**config.mk**
```make
export PLATFORM = sky130hd
export DESIGN_NAME = bounce_generator_flat
export DESIGN_NICKNAME = d
export VERILOG_FILES = /design/src/rtl/bounce_generator_if.sv /design/src/rtl/bounce_generator.sv /design/src/flat_wrapper.sv
export SDC_FILE = /design/constraint.sdc
export NUM_CORES = 1
export LEC_CHECK = 0
export ABC_CLOCK_PERIOD_IN_PS = 6000
export CORE_MARGIN = 2
export CORE_UTILIZATION = 43
export DETAILED_ROUTE_END_ITERATION = 10
export HOLD_SLACK_MARGIN = 0.03
export PLACE_DENSITY = 0.64
export SYNTH_ARGS = -nofsm -noshare
export SYNTH_HDL_FRONTEND = slang
export SYNTH_SLANG_ARGS = --single-unit
```
**constraint.sdc**
```tcl
create_clock -name clk -period 6 [get_ports clk]
set_clock_uncertainty 0.15 [all_clocks]
set_input_delay 0.9 -clock clk [delete_from_list [all_inputs] [get_ports clk]]
set_output_delay 0.9 -clock clk [all_outputs]
set_load 0.01 [all_outputs]
```
**src/rtl/bounce_generator_if.sv**
```systemverilog
// Handshake bundle between a sequence requester and the bounce generator.
// The requester asks for one press/release sequence with start and watches
// the emulated button level together with the busy/done status.
interface bounce_if;
   logic start;
   logic button_out;
   logic busy;
   logic done;

   // Requester side: drives start, observes the generated waveform.
   modport master (
      output start,
      input  button_out,
      input  busy,
      input  done
   );

   // Generator side: samples start, produces the waveform and status.
   modport slave (
      input  start,
      output button_out,
      output busy,
      output done
   );
endinterface

```
**src/rtl/bounce_generator.sv**
```systemverilog
// Switch-bounce emulator. A start request produces a glitchy press burst,
// a stable high hold, a glitchy release burst and a quiet low gap, then a
// one-cycle done pulse. Glitch spacing comes from a 16-bit Fibonacci LFSR
// that steps once per output toggle, so the waveform repeats for a seed.
module bounce_generator #(
   parameter int          BOUNCES      = 2,
   parameter int          GAP_MIN      = 3,
   parameter int          GAP_BITS     = 2,
   parameter int          HOLD_CYCLES  = 20,
   parameter int          QUIET_CYCLES = 10,
   parameter logic [15:0] SEED         = 16'hACE1
) (
   input  logic     clk,
   input  logic     reset,
   bounce_if.slave  bus
);

   localparam int TIMER_W = 24;
   localparam int LAST    = 2 * BOUNCES + 1;
   localparam int CNT_W   = $clog2(2 * BOUNCES + 2);

   localparam logic [TIMER_W-1:0] HOLD_M1  = TIMER_W'(HOLD_CYCLES - 1);
   localparam logic [TIMER_W-1:0] QUIET_M1 = TIMER_W'(QUIET_CYCLES - 1);
   localparam logic [CNT_W-1:0]   CNT_ONE  = CNT_W'(1);
   localparam logic [CNT_W-1:0]   CNT_LAST = CNT_W'(LAST - 1);

   typedef enum logic [2:0] {
      IDLE,
      PRESS,
      HOLD,
      RELEASE,
      QUIET
   } state_t;

   state_t             state, state_next;
   logic [TIMER_W-1:0] timer, timer_next;
   logic [CNT_W-1:0]   toggle_cnt, toggle_cnt_next;
   logic [15:0]        lfsr, lfsr_next;
   logic               button_q, button_next;
   logic               done_q, done_next;

   logic [15:0]        lfsr_adv;
   logic [TIMER_W-1:0] gap_m1;
   logic               last_toggle;

   // LFSR successor, the reload value for the gap after a toggle, and
   // whether the toggle about to happen closes the current bounce phase.
   assign lfsr_adv    = {lfsr[14:0], lfsr[15] ^ lfsr[13] ^ lfsr[12] ^ lfsr[10]};
   assign gap_m1      = TIMER_W'(GAP_MIN - 1) + TIMER_W'(lfsr[GAP_BITS-1:0]);
   assign last_toggle = (toggle_cnt == CNT_LAST);

   // State register plus datapath registers; reset clears everything at once
   // so no stray toggle can follow reset release.
   always_ff @(posedge clk or posedge reset) begin
      if (reset) begin
         state      <= IDLE;
         timer      <= '0;
         toggle_cnt <= '0;
         lfsr       <= SEED;
         button_q   <= 1'b0;
         done_q     <= 1'b0;
      end else begin
         state      <= state_next;
         timer      <= timer_next;
         toggle_cnt <= toggle_cnt_next;
         lfsr       <= lfsr_next;
         button_q   <= button_next;
         done_q     <= done_next;
      end
   end

   // Next-state and datapath update: each phase waits for the timer to hit
   // zero, then toggles the level, steps the LFSR and reloads the timer.
   always_comb begin
      state_next      = state;
      timer_next      = timer;
      toggle_cnt_next = toggle_cnt;
      lfsr_next       = lfsr;
      button_next     = button_q;
      done_next       = 1'b0;

      case (state)
         IDLE: begin
            if (bus.start) begin
               button_next = 1'b1;
               lfsr_next   = lfsr_adv;
               if (BOUNCES == 0) begin
                  state_next      = HOLD;
                  timer_next      = HOLD_M1;
                  toggle_cnt_next = '0;
               end else begin
                  state_next      = PRESS;
                  timer_next      = gap_m1;
                  toggle_cnt_next = CNT_ONE;
               end
            end
         end

         PRESS, RELEASE: begin
            if (timer == '0) begin
               button_next     = ~button_q;
               lfsr_next       = lfsr_adv;
               toggle_cnt_next = toggle_cnt + CNT_ONE;
               if (!last_toggle) begin
                  timer_next = gap_m1;
               end else if (state == PRESS) begin
                  state_next      = HOLD;
                  timer_next      = HOLD_M1;
                  toggle_cnt_next = '0;
               end else begin
                  state_next      = QUIET;
                  timer_next      = QUIET_M1;
                  toggle_cnt_next = '0;
               end
            end else begin
               timer_next = timer - TIMER_W'(1);
            end
         end

         HOLD: begin
            if (timer == '0) begin
               button_next = 1'b0;
               lfsr_next   = lfsr_adv;
               if (BOUNCES == 0) begin
                  state_next      = QUIET;
                  timer_next      = QUIET_M1;
                  toggle_cnt_next = '0;
               end else begin
                  state_next      = RELEASE;
                  timer_next      = gap_m1;
                  toggle_cnt_next = CNT_ONE;
               end
            end else begin
               timer_next = timer - TIMER_W'(1);
            end
         end

         QUIET: begin
            if (timer == '0) begin
               done_next  = 1'b1;
               state_next = IDLE;
            end else begin
               timer_next = timer - TIMER_W'(1);
            end
         end

         default: begin
            state_next = IDLE;
         end
      endcase
   end

   // Outputs come straight from registers so the button level is glitch-free;
   // busy is simply "not idle", which rises on start and falls with done.
   always_comb begin
      bus.button_out = button_q;
      bus.busy       = (state != IDLE);
      bus.done       = done_q;
   end

endmodule

```
**src/flat_wrapper.sv**
```systemverilog
// flat-port wrapper written by rule: the top's interface ports become plain ports
module bounce_generator_flat 
#(
   parameter int          BOUNCES      = 2,
   parameter int          GAP_MIN      = 3,
   parameter int          GAP_BITS     = 2,
   parameter int          HOLD_CYCLES  = 20,
   parameter int          QUIET_CYCLES = 10,
   parameter logic [15:0] SEED         = 16'hACE1
)
  (clk, reset, bus_start, bus_button_out, bus_busy, bus_done);
  bounce_if bus_i ();
  input  logic clk;
  input  logic reset;
  input wire logic [$bits(bus_i.start)-1:0] bus_start;
  output wire logic [$bits(bus_i.button_out)-1:0] bus_button_out;
  output wire logic [$bits(bus_i.busy)-1:0] bus_busy;
  output wire logic [$bits(bus_i.done)-1:0] bus_done;
  assign bus_i.start = bus_start;
  assign bus_button_out = bus_i.button_out;
  assign bus_busy = bus_i.busy;
  assign bus_done = bus_i.done;
  bounce_generator #(.BOUNCES(BOUNCES), .GAP_MIN(GAP_MIN), .GAP_BITS(GAP_BITS), .HOLD_CYCLES(HOLD_CYCLES), .QUIET_CYCLES(QUIET_CYCLES), .SEED(SEED)) u_core (.clk(clk), .reset(reset), .bus(bus_i));
endmodule
```
==> results.json <==
{
  "status": "finished clean",
  "synth_largest_area_cell": "dfrtp_1",
  "syn_inst": 303,
  "n_fill_cell": 574,
  "grt_use_met3": 0.0315,
  "synth_fp_nets": 310,
  "grt_max_degree": 49,
  "startpoint": "u_core.timer[6]",
  "core_area_mm2": 0.00592,
  "fin_nets": 312,
  "grt_pass1_wl_mm": 9.85,
  "dieArea_mm2": 0.00679,
  "cts_inserted_buffers": 5,
  "tightest_slew_ns": 0.988,
  "portBuffers": 5,
  "cts_buffer_depth": 2,
  "path_max_fanout": 21,
  "setup_viol": 0,
  "cts_tree": "built",
  "row_count": 28,
  "area_growth_pct": 8.47,
  "yosys.cell_count.top_type": "nand2_1",
  "postCtsSetupRepairBufs": 0,
  "finalMaxSlewViolations": 0,
  "met2_usage": 0.275,
  "cts_hold_buf": 0,
  "tns_ns": 0,
  "power.leakage_nw": 1.25,
  "drtPass1Iterations": 4,
  "ys_warn_count": 0,
  "via_per_inst": 5.70,
  "htreeDepth": 2,
  "cts_root_buf": "clkbuf_8",
  "maxCapViolations": 0,
  "cp.arrival_ns": 3.19,
  "ant_nets": 0,
  "synth_cell_types": 46,
  "syn_area_mm2": 0.00265,
  "r2r_cells": 7,
  "async_flop_share": 1.00,
  "yosys-top-cells-count": "61 x nand2_1, 40 x dfrtp_1, 33 x nor2_1",
  "pin_count": 6,
  "fp.dieW_um": 82.4,
  "hpwl_mm": 3.99,
  "gr-usage-met1": 0.279,
  "worst_r2r_endpoint": "u_core.timer[22]",
  "yosysTopAreaCellShare": 0.378,
  "dieHeight_um": 82.4,
  "vias": 2170,
  "endpoint_kind": "flop",
  "critPathCapture": "u_core.timer[22]",
  "grt.busiest_layer": "met1",
  "hold_path.class": "reg -> reg",
  "yosysSeqAreaShare": 0.458,
  "hold_viol": 0,
  "powerDensity_mw_per_mm2": 199,
  "insertion_delay_ns": 0.31,
  "rr_startpoint": "u_core.timer[6]",
  "synth_flop_cell": "dfrtp_1",
  "post-route-period-util": 0.524,
  "grt_pass1_vias": 1976,
  "drc_errors": 0,
  "drtIter0Drc": 176,
  "antennaDiodeCount": 0,
  "fmax_ghz": 0.318,
  "synth-seq-cells": 48,
  "final.min_clock_period_ns": 3.15,
  "whs_ns": 0.307,
  "ctsResizeCount": 0,
  "crit_type": "reg -> reg",
  "wl_per_cell_um": 15.1,
  "grt_usage": 0.187,
  "drt-total-wl_mm": 5.77,
  "synth_edf_count": 0,
  "synth_area_leaders": "dfrtp_1 38%, nand2_1 8.7%, dfstp_2 7.9%",
  "cts.sinks": 48,
  "gr-total-overflow": 0,
  "avgSynthCellArea_um2": 8.73,
  "start_util": 0.447,
  "ir_worst_vdd_mv": 0.112,
  "cp_data_required_time_ns": 6.05,
  "drive_gt1_frac": 0.0882,
  "grt_antenna_before_repair": 0,
  "rsz0062_at_grt": "false",
  "cp-start-kind": "flop",
  "clk_pin_slew_worst_paths_ns": 0.09,
  "r2r_slack_ns": 2.85,
  "gp_congestion": 0.878,
  "relSlewSlack": 0.340
}
-- worst max-delay path, cell delays in order (launching register included) --
cell     delay [ns]
dfrtp_1        0.47
nor4_4         0.52
nand4_2        0.19
or2_1          0.43
o22ai_2        0.76
buf_4          0.33
or4_1          0.13
nand2_1        0.05
-- power by group --
group / total [W] / leakage, nW / switching, W / internal, W
combinational: 0.00000800 / 0.601 / 0.00000672 / 0.00000128
clock: 0.000240 / 0.0583 / 0.000115 / 0.000126
sequential: 0.000324 / 0.590 / 0 / 0.000324
total: 0.000572 / 1.25 / 0.000122 / 0.000450
-- cell usage in the layout, fill, tap and decap left out, types with 3 or more instances in the layout --
| cell | netlist | final |
|---|---|---|
| dfstp_2 | 8 | 8 |
| o22ai_1 | 4 | 4 |
| o21ai_1 | 11 | 11 |
| nand2b_1 | 3 | 3 |
| a21oi_1 | 7 | 7 |
| dfrtp_1 | 40 | 40 |
| nor4_1 | 6 | 6 |
| xnor2_1 | 4 | 4 |
| xor2_1 | 14 | 14 |
| o211ai_1 | 8 | 8 |
| or4_1 | 3 | 3 |
| nand4_1 | 4 | 4 |
| nor2b_1 | 3 | 3 |
| clkbuf_8 | 0 | 5 |
| a31oi_1 | 3 | 3 |
| inv_1 | 7 | 6 |
| ha_1 | 4 | 4 |
| a32o_1 | 3 | 3 |
| nand3_1 | 14 | 14 |
| and2_1 | 4 | 4 |
| o21ai_0 | 10 | 10 |
| nor3_1 | 9 | 9 |
| or3_1 | 5 | 5 |
| nor2_1 | 33 | 33 |
| clkdlybuf4s50_1 | 0 | 5 |
| nand2_1 | 61 | 61 |
-- stage by stage --
stage	util	instances	area (µm²)	power, W	worst slack, ns
6_report	0.485	381	2870	0.000572	2.85
5_1_grt	0.485	381	2870	0.000596	2.64
4_1_cts	0.485	381	2870	0.000580	2.83
3_5_place_dp	0.465	373	2750	0.000338	2.77
3_3_place_gp	0.465	373	2750	0.000338	2.84
2_1_floorplan	-	303	2650	0.000335	3.82
-- state kept, by name (all words and copies together) (netlist names) --
| name | count |
|---|---|
| u_core.timer | 24 |
| u_core.lfsr | 16 |
| u_core.state | 3 |
| u_core.toggle_cnt | 3 |
| u_core.bus.button_out | 1 |
| u_core.bus.done | 1 |
-- routing by layer --
metal  routed length, µm  up-vias
met5                   0        -
met4                  43        0
met3                 219        7
met2                2670       44
met1                2840     1054
li1                    -     1065
-- cell families (layout without fill, tap and decap cells) --
family / count (synthesis) / count (layout) / synth area share
mux: 1 / 1 / 0.00426
buf+inv: 19 / 22 / 0.0293
compound gates: 58 / 58 / 0.144
flops: 48 / 48 / 0.458
fa+ha+maj: 4 / 4 / 0.0189
xor+xnor: 18 / 18 / 0.0596
simple gates: 155 / 155 / 0.286
-- cell type report --
cell class              instances  area [µm²]  share of cell area
flip-flops and latches         48        1210               0.422
clock buffers                   5        68.8              0.0240
repair buffers                  7        65.1              0.0227
multi-input cells             236        1360               0.473
well taps                      75        93.8              0.0327
inverters                       7        26.3             0.00916
clock inverters                 3        47.5              0.0166
-- worst min path at each step --
stage,start,endpoint,cells after the start
floorplan,u_core.lfsr[6],u_core.lfsr[6],2
global placement,u_core.lfsr[11],u_core.lfsr[11],2
detailed placement,u_core.lfsr[11],u_core.lfsr[11],2
CTS,u_core.lfsr[11],u_core.lfsr[11],2
global route,u_core.lfsr[15],u_core.lfsr[15],2
finish,u_core.lfsr[11],u_core.lfsr[11],2
Power figures use the tool's default switching activity.
